`src/rtl/bht_ctrl.sv`:
```
// Branch history table controller: 2-bit counters, IF lookup, EX update.
// Optional gshare indexing when GSHARE_EN is defined.
module bht_ctrl #(
    parameter int         IDX_BITS = 6,
    parameter int         PC_LSB   = 2,
    parameter logic [1:0] INIT_VAL = 2'b01
) (
    input  logic        clk,
    input  logic        rst,
    input  logic        lookup_valid,
    input  logic [31:0] lookup_pc,
    output logic        pred_valid,
    output logic        pred_taken,
    input  logic        upd_valid,
    input  logic [31:0] upd_pc,
    input  logic        upd_taken,
    output logic        ready
);

    localparam int N = 1 << IDX_BITS;

    typedef enum logic {
        S_INIT,
        S_RUN
    } state_t;

    state_t              state_q;
    state_t              state_d;
    logic [IDX_BITS-1:0] init_ptr;
    logic [1:0]          cnt_tbl [N];
    logic                u1_valid;
    logic                u1_taken;
    logic [IDX_BITS-1:0] u1_idx;
    logic [IDX_BITS-1:0] lk_idx;
    logic [IDX_BITS-1:0] up_idx;
    logic [1:0]          u2_cur;
    logic [1:0]          u2_next;
    logic [1:0]          lk_val;
    logic                run;
    logic                unused_pc;

    assign run       = (state_q == S_RUN);
    assign unused_pc = ^{lookup_pc, upd_pc};

`ifdef GSHARE_EN
    logic [IDX_BITS-1:0] ghr;

    // Global history shifts in each outcome accepted into U1.
    always_ff @(posedge clk or posedge rst) begin
        if (rst)
            ghr <= '0;
        else if (run && upd_valid)
            ghr <= {ghr[IDX_BITS-2:0], upd_taken};
    end

    assign lk_idx = lookup_pc[PC_LSB+IDX_BITS-1:PC_LSB] ^ ghr;
    assign up_idx = upd_pc[PC_LSB+IDX_BITS-1:PC_LSB] ^ ghr;
`else
    assign lk_idx = lookup_pc[PC_LSB+IDX_BITS-1:PC_LSB];
    assign up_idx = upd_pc[PC_LSB+IDX_BITS-1:PC_LSB];
`endif

    // State register and init pointer.
    always_ff @(posedge clk or posedge rst) begin
        if (rst) begin
            state_q  <= S_INIT;
            init_ptr <= '0;
        end else begin
            state_q <= state_d;
            if (state_q == S_INIT)
                init_ptr <= init_ptr + IDX_BITS'(1);
        end
    end

    // Next state: leave INIT after the last entry is written.
    always_comb begin
        state_d = state_q;
        ready   = 1'b0;
        case (state_q)
            S_INIT: if (&init_ptr) state_d = S_RUN;
            S_RUN:  ready = 1'b1;
            default: state_d = S_INIT;
        endcase
    end

    // U2 read and saturating step; table write lands at end of cycle,
    // so a back-to-back U2 to the same entry reads the fresh value.
    always_comb begin
        u2_cur  = cnt_tbl[u1_idx];
        u2_next = u2_cur;
        if (u1_taken) begin
            if (u2_cur != 2'b11)
                u2_next = u2_cur + 2'd1;
        end else begin
            if (u2_cur != 2'b00)
                u2_next = u2_cur - 2'd1;
        end
    end

    // Lookup read with write-first bypass from the U2 write.
    always_comb begin
        lk_val = cnt_tbl[lk_idx];
        if (u1_valid && (u1_idx == lk_idx))
            lk_val = u2_next;
    end

    // Counter storage: init fill, then U2 writes.
    always_ff @(posedge clk) begin
        if (state_q == S_INIT)
            cnt_tbl[init_ptr] <= INIT_VAL;
        else if (u1_valid)
            cnt_tbl[u1_idx] <= u2_next;
    end

    // U1 stage register; reset drops any in-flight update.
    always_ff @(posedge clk or posedge rst) begin
        if (rst) begin
            u1_valid <= 1'b0;
            u1_taken <= 1'b0;
            u1_idx   <= '0;
        end else begin
            u1_valid <= run && upd_valid;
            if (run && upd_valid) begin
                u1_taken <= upd_taken;
                u1_idx   <= up_idx;
            end
        end
    end

    // Prediction register; direction holds when no request.
    always_ff @(posedge clk or posedge rst) begin
        if (rst) begin
            pred_valid <= 1'b0;
            pred_taken <= 1'b0;
        end else begin
            pred_valid <= run && lookup_valid;
            if (run && lookup_valid)
                pred_taken <= lk_val[1];
        end
    end

endmodule
```
`config.mk`:
```
export PLATFORM = sky130hd
export DESIGN_NAME = bht_ctrl
export DESIGN_NICKNAME = d
export VERILOG_FILES = /design/src/rtl/bht_ctrl.sv
export SDC_FILE = /design/constraint.sdc
export NUM_CORES = 1
export LEC_CHECK = 0
export BUFFER_PORTS_ARGS = -buffer_cell sky130_fd_sc_hd__buf_4
export CORE_MARGIN = 1.5
export CORE_UTILIZATION = 45
export DETAILED_ROUTE_END_ITERATION = 12
export PLACE_DENSITY = 0.75
export REMOVE_ABC_BUFFERS = 1
export SLEW_MARGIN = 25
export SYNTH_ARGS = -nofsm -noshare
export SYNTH_HDL_FRONTEND = slang
export SYNTH_SLANG_ARGS = --single-unit
export TNS_END_PERCENT = 5
```
`constraint.sdc`:
```
create_clock -name clk -period 4.2 [get_ports clk]
set_input_delay 0.42 -clock clk [delete_from_list [all_inputs] [get_ports clk]]
set_output_delay 0.42 -clock clk [all_outputs]
set_load 0.02 [all_outputs]
```
==> flow_summary.ini <==
[clocking]
clk_latency_ns = 0.42
cts_sinks = 145
cts-htree-levels = 4
cts_tree = yes
cts_max_path_buffers = 2
cts_setup_buffers = 0
clkTransAtPathRegs_ns = 0.05
cts_resized = 0
holdBufCountCts = 0
clockRootBuffer = clkbuf_16
cts_inserted_buffers = 17

[critical_path]
end_kind = flop
cp_data_arrival_time_ns = 3.68
critPathKind = flop to flop
crit_path_top_delay_cell = dfrtp_2
crit_chain = buf_4 -> mux2_1 -> o22ai_1 -> nor2_1 -> a22oi_1 -> nand4_1 -> o21ai_1 -> a21oi_4 -> buf_4
path_max_fanout = 64
cp_common_cell = buf_4
critPathMaxStageDelay_ns = 0.77
rrSetupSlack_ns = 0.59
cp_data_required_time_ns = 4.28
worst_setup_path_start_kind = flop

[power]
p_leak_nw = 2.18
ir_worst_vdd_v = 0.000290
p_switching_uw = 562
pwr-share-clk = 0.500
p_sw_frac = 0.177
p_comb_frac = 0.013
internal_power_mw = 2.61
seqPwrFrac = 0.487
powerDensity_nw_per_um2 = 408

[synth]
synthTopCellsByArea = edfxtp_1, mux4_2, dfrtp_1
synth_warnings = 0
async_reset_ff_frac = 0.117
ys_seq_area_frac = 0.626
syn_area_per_cell_sq_um = 15.5
ys.flop_type = edfxtp_1
yosys.area.top_type = edfxtp_1
syn-cell-area_sq_um = 6820
synth_edf_count = 128
ys_types = 48
synth_seq_cells = 145
yosysTopAreaCellShare = 0.563
syn_inst = 441

[floorplanning]
start_util = 0.466
die_y_um = 126
io_pins = 72
die-area_sq_um = 15900
die_w_um = 126
core_region_area_sq_um = 14600
rows = 44

[sta]
hold_viol_final = 0
rsz0062_at_grt = no
tns_ns = 0
fmax_mhz = 277
worstMarginPinSlew_ns = 0.822
skew_ns = 0.00885
min_period_ns = 3.61
slew_violations = 0
max_slew_margin = 0.436
period_share = 0.859
setup_viol = 0

[cells_and_area]
final_nets = 533
final_layout_size_suffix_gt1_frac = 0.221
area.growth.synth_to_final_pct = 14.0
diodes = 0
fin_util = 0.531
n_fill_cell = 1177

[placed_design]
place_congestion = 0.811
hpwlAfterDp_mm = 9.43
place.port_buffers = 19

[global_routing]
grt_max_degree = 65
grt_pass1_vias = 4165
gr-usage-all-layers = 0.200
antenna_found_initial = 0
grt_pass1_wl_mm = 23.0
overflow = 0

[drt]
num_vias = 3938
drcViolationCount = 0
first_iter_violations = 495
via_per_inst = 5.98
routed_wl_mm = 14.5
drt-wirelength-per-cell_um = 22.0
ant_nets = 0
first_pass_iters = 7

[job]
maxCapViolCount = 0

[outcome]
status = finished clean

[hold_path]
hp-class = primary input to asynchronous set/reset pin
==> through the flow <==
step                std cells  power, mW  hold slack, ns  setup WS, ns  instance area [sq um]
global placement          628       1.62           0.517         0.744                   7160
detailed placement        628       1.62           0.536         0.711                   7160
CTS                       659       3.20          0.0820         0.632                   7780
global route              659       3.26           0.123         0.402                   7780
floorplan                 418       1.59           0.346        -0.748                   6690
finish                    659       3.18          0.0829         0.593                   7780
==> state kept, by name, summed over array words and instances, names as in the netlist <==
register / count
u1_idx: 6
u1_valid: 1
run: 1
cnt_tbl: 128
pred_valid: 1
init_ptr: 6
pred_taken: 1
u1_taken: 1
==> path summary, 6_finish.rpt <==
kind | from | to | cells after the start
setup / recovery | u1_idx[0]$_DFFE_PP0P_ | cnt_tbl[32][1]$_DFFE_PP_ | 9
max in group asynchronous | rst | u1_idx[0]$_DFFE_PP0P_ | 2
hold reg to reg | init_ptr[0]$_DFFE_PP0N_ | init_ptr[0]$_DFFE_PP0N_ | 1
min in group clk | upd_pc[2] | u1_idx[0]$_DFFE_PP0P_ | 2
setup reg to reg | u1_idx[0]$_DFFE_PP0P_ | cnt_tbl[32][1]$_DFFE_PP_ | 9
hold / removal | rst | u1_idx[2]$_DFFE_PP0P_ | 2
==> layout make-up <==
cell class	instances	area (sq um)	area share
sequential	145	4270	0.549
multi-input combinational	271	2440	0.314
clock buffer	20	437	0.0561
tap	184	230	0.0296
timing repair buffer	26	208	0.0267
clock inverter	11	186	0.0240
inverter	2	7.51	0.000965
==> cells in the mapped netlist (2+ instances only) <==
library cell  count
o221ai_1          2
mux2_2           10
a22oi_1           7
mux2_1            5
a21oi_1           4
o21ai_1           4
nand3_1          12
mux4_2           37
buf_4             2
mux2i_1          16
o22ai_1           5
xnor2_1           8
buf_6             2
a211oi_1          2
nand4_1           2
a31oi_1           3
mux4_1            7
nor2_1           77
and3_1            3
nand2b_1          7
edfxtp_1        128
mux2i_4           2
inv_1             2
xor2_1            3
buf_2             8
nand2_1          18
nor3_1            3
and2_1            3
nor2b_1          13
nand3b_1          4
clkbuf_1          8
dfrtp_1          17
buf_1             2
==> power by group through the flow <==
stage	clock network [mW]	logic [mW]	registers [mW]
5_1_grt	1.67	0.0431	1.55
3_5_place_dp	0	0.0407	1.58
4_1_cts	1.61	0.0411	1.55
2_1_floorplan	0	0.0144	1.58
3_3_place_gp	0	0.0400	1.58
6_report	1.59	0.0407	1.55
==> cell usage in the layout (no fill, tap or decap), drive strengths merged, types with 2 or more instances in the layout <==
cell type / instances
buf: 26
and2: 3
a211oi: 2
bufinv: 5
nand3b: 4
nor3: 3
o221ai: 2
nor2: 77
xnor2: 8
inv: 3
a31oi: 3
nand3: 12
edfxtp: 128
a22oi: 7
mux2i: 19
nor2b: 13
nand2: 18
and3: 3
nand2b: 7
clkinv: 4
nand4: 2
mux4: 44
o22ai: 5
clkbuf: 20
mux2: 15
o21ai: 5
a21oi: 4
dfrtp: 17
xor2: 3
==> routing by layer <==
| metal | up-vias | track usage | routed length (um) |
|---|---|---|---|
| li1 | 1767 | - | - |
| met1 | 1963 | 0.258 | 5740 |
| met2 | 174 | 0.300 | 6920 |
| met3 | 34 | 0.0646 | 1350 |
| met4 | 0 | 0.111 | 488 |
| met5 | - | 0 | 0 |
==> critical path: cells and delay by family, from the launching register on <==
family | cells | cell delay [ns]
AO/OA/AOI/OAI | 4 | 0.87
flip-flops | 1 | 0.77
buffers and inverters | 2 | 0.76
AND/OR/NAND/NOR | 2 | 0.44
multiplexers | 1 | 0.37
==> cell families after synthesis <==
kind of cell | synth area share
and+or+nand+nor | 0.0997
DFF | 0.626
muxes | 0.206
AOI/OAI and AO/OA | 0.0326
buffers and inverters | 0.0202
xor gates and xnor gates | 0.0141
adders and majority gates | 0.00183
No activity file was read; power rests on OpenSTA's default activity.
